<file path="config.mk">
export PLATFORM = sky130hd
export DESIGN_NAME = tdm_demux
export DESIGN_NICKNAME = d
export VERILOG_FILES = /design/src/rtl/tdm_demux_pkg.sv /design/src/rtl/tdm_demux.sv
export SDC_FILE = /design/constraint.sdc
export NUM_CORES = 1
export LEC_CHECK = 0
export CAP_MARGIN = 30
export CORE_MARGIN = 5
export CORE_UTILIZATION = 31
export CTS_BUF_LIST = sky130_fd_sc_hd__clkbuf_4
export CTS_CLUSTER_DIAMETER = 40
export CTS_CLUSTER_SIZE = 25
export DETAILED_ROUTE_END_ITERATION = 6
export RECOVER_POWER = 50
export SLEW_MARGIN = 30
export SYNTH_ARGS = -nofsm -noshare
export SYNTH_HDL_FRONTEND = slang
export SYNTH_SLANG_ARGS = --single-unit
</file>
<file path="constraint.sdc">
create_clock -name cp -period 1.95 [get_ports cp]
set_input_delay 0.195 -clock cp [delete_from_list [all_inputs] [get_ports cp]]
set_output_delay 0.195 -clock cp [all_outputs]
set_load 0.05 [all_outputs]
</file>
<file path="src/rtl/tdm_demux_pkg.sv">
// Shared definitions for the TDM receive-side demultiplexer:
// the framing state encoding and the slot-index width helper.
package tdm_demux_pkg;

  typedef enum logic {
    ST_HUNT   = 1'b0,
    ST_LOCKED = 1'b1
  } state_t;

  // Width needed to hold the indices 0..n-1; at least one bit.
  function automatic int clog2(input int n);
    int r;
    r = 0;
    for (int v = n - 1; v > 0; v = v >> 1) r++;
    return (r < 1) ? 1 : r;
  endfunction

endpackage

</file>
<file path="src/rtl/tdm_demux.sv">
// TDM demultiplexer: collects CH slots per frame (slot 0 flagged by sync)
// and presents the whole frame on dout with a one-cycle frame_valid strobe.
module tdm_demux
  import tdm_demux_pkg::*;
#(
  parameter int CH = 4,
  parameter int W  = 2
) (
  input  logic                   cp,
  input  logic                   rst_n,
  input  logic                   en,
  input  logic [W-1:0]           din,
  input  logic                   sync,
  output logic [CH*W-1:0]        dout,
  output logic                   frame_valid,
  output logic [clog2(CH)-1:0]   slot,
  output logic                   locked,
  output logic                   err
);

  localparam int             SW   = clog2(CH);
  localparam logic [SW-1:0]  LAST = SW'(CH - 1);

  state_t                  r_state;
  state_t                  w_state_nxt;
  logic                    r_err;
  logic                    w_err_nxt;
  logic                    w_start;
  logic                    w_store;
  logic                    w_done;

  logic [CH-2:0][W-1:0]    r_shadow;
  logic [SW-1:0]           r_slot;
  logic [CH*W-1:0]         r_dout;
  logic                    r_frame_valid;

  // Any enabled sync restarts a frame; in LOCKED it is an error unless it lands on slot 0.
  always_comb begin
    w_state_nxt = r_state;
    w_err_nxt   = 1'b0;
    w_start     = 1'b0;
    w_store     = 1'b0;
    w_done      = 1'b0;
    if (en) begin
      if (sync) begin
        w_start     = 1'b1;
        w_state_nxt = ST_LOCKED;
        if (r_state == ST_LOCKED && r_slot != '0) w_err_nxt = 1'b1;
      end else if (r_state == ST_LOCKED) begin
        if (r_slot == '0) begin
          w_err_nxt   = 1'b1;
          w_state_nxt = ST_HUNT;
        end else if (r_slot == LAST) begin
          w_done = 1'b1;
        end else begin
          w_store = 1'b1;
        end
      end
    end
  end

  always_ff @(posedge cp or negedge rst_n) begin
    if (!rst_n) begin
      r_state <= ST_HUNT;
      r_err   <= 1'b0;
    end else begin
      r_state <= w_state_nxt;
      r_err   <= w_err_nxt;
    end
  end

  // Shadow capture and slot counter; the final slot goes straight to dout without a shadow stage.
  always_ff @(posedge cp or negedge rst_n) begin
    if (!rst_n) begin
      r_shadow      <= '0;
      r_slot        <= '0;
      r_dout        <= '0;
      r_frame_valid <= 1'b0;
    end else begin
      r_frame_valid <= w_done;
      if (w_start) begin
        r_shadow[0] <= din;
        r_slot      <= SW'(1);
      end
      for (int k = 1; k < CH - 1; k++) begin
        if (w_store && r_slot == SW'(k)) r_shadow[k] <= din;
      end
      if (w_store) r_slot <= r_slot + SW'(1);
      if (w_done) begin
        r_dout <= {din, r_shadow};
        r_slot <= '0;
      end
      if (en && !sync && r_state == ST_LOCKED && r_slot == '0) r_slot <= '0;
    end
  end

  assign dout        = r_dout;
  assign frame_valid = r_frame_valid;
  assign slot        = r_slot;
  assign locked      = (r_state == ST_LOCKED);
  assign err         = r_err;

endmodule

</file>
==> impl_metrics.yaml <==
run_status:
  outcome: "complete, no violations"
layout:
  layout_commonest_cell: "dfrtp_1"
  final_cell_mix: "19 x dfrtp_1, 16 x clkdlybuf4s50_1, 10 x mux2_2"
  fillCellCount: 237
  syn2layout_area_growth_pct: 29.05
  seq_area_um2: 475.5
  n_antenna_cell: 0
  drive_gt1_frac: 0.1951
  multi_input_area_um2: 314.1
  final_nets: 93
  final_cells: 112
setup_path:
  critPathKind: "reg2out"
  critical_path.top_delay_family: "buffers and inverters"
  worst-r2r-cell-count: 5
  critPathMaxStageDelay_ns: 0.83
  crit_path_start_kind: "flop"
  r2r-end: "r_shadow[4]"
  r2r_start: "slot[1]"
  cp.arrival_ns: 1.56
  cp_max_fo: 5
  crit_slowest_cell: "clkdlybuf4s50_1"
  timing.critical_path.buf_inv: 1
  cp.required_ns: 1.75
  path_cells: "clkdlybuf4s50_1"
  end_kind: "output port"
  rrSetupSlack_ns: 0.30
  crit_path_start: "slot[1]"
timing:
  max_freq_mhz: 569.5
  grt_setup_unrepaired: "false"
  drv_slew: 0
  slew_headroom: 0.3478
  clock_skew_ns: 0.005016
  post-route-min-period_ns: 1.756
  period_share: 0.9005
  finalSetupViolations: 0
  worst_slew_pin_slew_ns: 0.9783
  setup_tns_ns: 0
  finalHoldViolations: 0
  worst_hold_slack_ns: 0.4954
grt:
  grt_overflow: 0
  grt_pass1_vias: 534
  grt_pass1_wl_um: 2484
  grt_max_degree: 20
  antenna_found_initial: 0
  grt_usage: 0.09213
clock_network:
  postCtsSetupBuffers: 0
  cts_buffers: 3
  cts_tree: "yes"
  post_cts_resized: 0
  clock_tree.root_cell: "clkbuf_4"
  clk_latency_ns: 0.29
  htree_levels: 1
  ctsHoldBuffers: 0
  clkTransAtPathRegs_ns: 0.10
  cts.sinks: 19
  cts_buffer_depth: 2
pwr:
  power_density_mw_per_mm2: 1573
  p_sw_frac: 0.4360
  p_leak_nw: 0.4975
  irDropWorstVdd_v: 0.0007221
  p_int_uw: 936.9
  power_frac_seq: 0.370
  pwr-share-clk: 0.124
  p_switching_uw: 724.2
  combPwrFrac: 0.505
min_path:
  hold_class: "reg2reg"
  hold-path-endpoint: "r_shadow[3]"
  whs_path_depth: 1
  holdCritStartpoint: "r_shadow[3]"
routing:
  first_pass_iters: 4
  drcViolationCount: 0
  drt_iter0_drc: 10
  viasPerCell: 4.616
  drt-total-wl_um: 1396
  wl_per_cell_um: 12.46
  dr_total_vias: 517
  ant_nets: 0
yosys:
  syn_inst: 60
  synth_seq_cells: 19
  ys_seq_area_frac: 0.5810
  ys_types: 17
  syn-num-nets: 70
  syn_avg_cell_area_um2: 13.64
  syn-cell-area_um2: 818.3
  yosys_warnings: 0
floorplanning:
  row_count: 18
  die_w_um: 61.38
  core_area_mm2: 0.002500
  num_io_pins: 19
  die_y_um: 61.38
  dieArea_mm2: 0.003767
  start_util: 0.3273
place:
  dp.cells: 108
  post-dp-hpwl_um: 1064
  place_congestion: 0.7338
  port-buffer-count: 18
job:
  maxCapViolCount: 0
[sequential cells by signal, summed over array words and instances (netlist names)]
| register | flops |
|---|---|
| err | 1 |
| r_shadow | 6 |
| slot | 2 |
| frame_valid | 1 |
| locked | 1 |
| dout | 8 |
[metal layers]
layer,track usage,vias to the layer above,share of wire
li1,-,249,-
met1,0.1273,249,0.47
met2,0.1329,17,0.44
met3,0.01258,2,0.067
met4,0.06364,0,0.020
met5,0,-,0
[Yosys cell counts (all sizes together)]
cell,n,share of area
o21ai,2,0.012
inv,4,0.018
and4b,1,0.012
nor2,2,0.0092
a22o,1,0.011
nor3,1,0.0061
mux2,14,0.19
o211ai,1,0.0092
buf,1,0.0092
dfrtp,19,0.58
a41oi,1,0.011
xnor2,1,0.011
nand4b,1,0.018
nand2,7,0.038
ha,4,0.061
[cell type report]
class                      instances  share of cell area
sequential                        19              0.4502
multi-input combinational         36              0.2974
timing repair buffer              19              0.1742
tap                               30             0.03555
clock buffer                       4             0.02844
inverter                           4             0.01422
[how the worst max path moves through the flow]
stage	endpoint	slack, ns	depth (start not counted)
after floorplan	r_shadow[2]	0.08	5
after global placement	r_shadow[4]	0.34	4
after detailed placement	r_shadow[4]	0.31	4
after CTS	locked	0.16	1
after global routing	slot[1]	0.10	1
final	slot[1]	0.19	1
[per-stage QoR]
stage / setup slack [ns] / total power [mW] / util / area [µm²]
2_1_floorplan: 0.07513 / 1.198 / - / 818.3
3_3_place_gp: 0.3432 / 1.468 / 0.4144 / 1036
3_5_place_dp: 0.3109 / 1.478 / 0.4144 / 1036
4_1_cts: 0.1596 / 1.693 / 0.4264 / 1066
5_1_grt: 0.1007 / 1.772 / 0.4224 / 1056
6_report: 0.1940 / 1.661 / 0.4224 / 1056
[cell families (layout without fill, tap and decap cells)]
kind of cell,after synthesis,after routing,share of synthesized area
multiplexers,14,14,0.1927
adder cells (fa/ha/maj),4,4,0.06116
XOR/XNOR,1,1,0.01071
AND/OR/NAND/NOR,12,12,0.08409
AO/OA/AOI/OAI,5,5,0.04282
buffers and inverters,5,27,0.02752
flip-flops,19,19,0.5810
[power groups by stage]
stage               sequential, mW  combinational, mW  clock (mW)
global route                 0.639              0.892       0.241
floorplan                    0.967              0.231           0
detailed placement           0.632              0.847           0
finish                       0.615              0.839       0.207
global placement             0.625              0.842           0
CTS                          0.621              0.850       0.221
(Power assumes the default switching activity.)
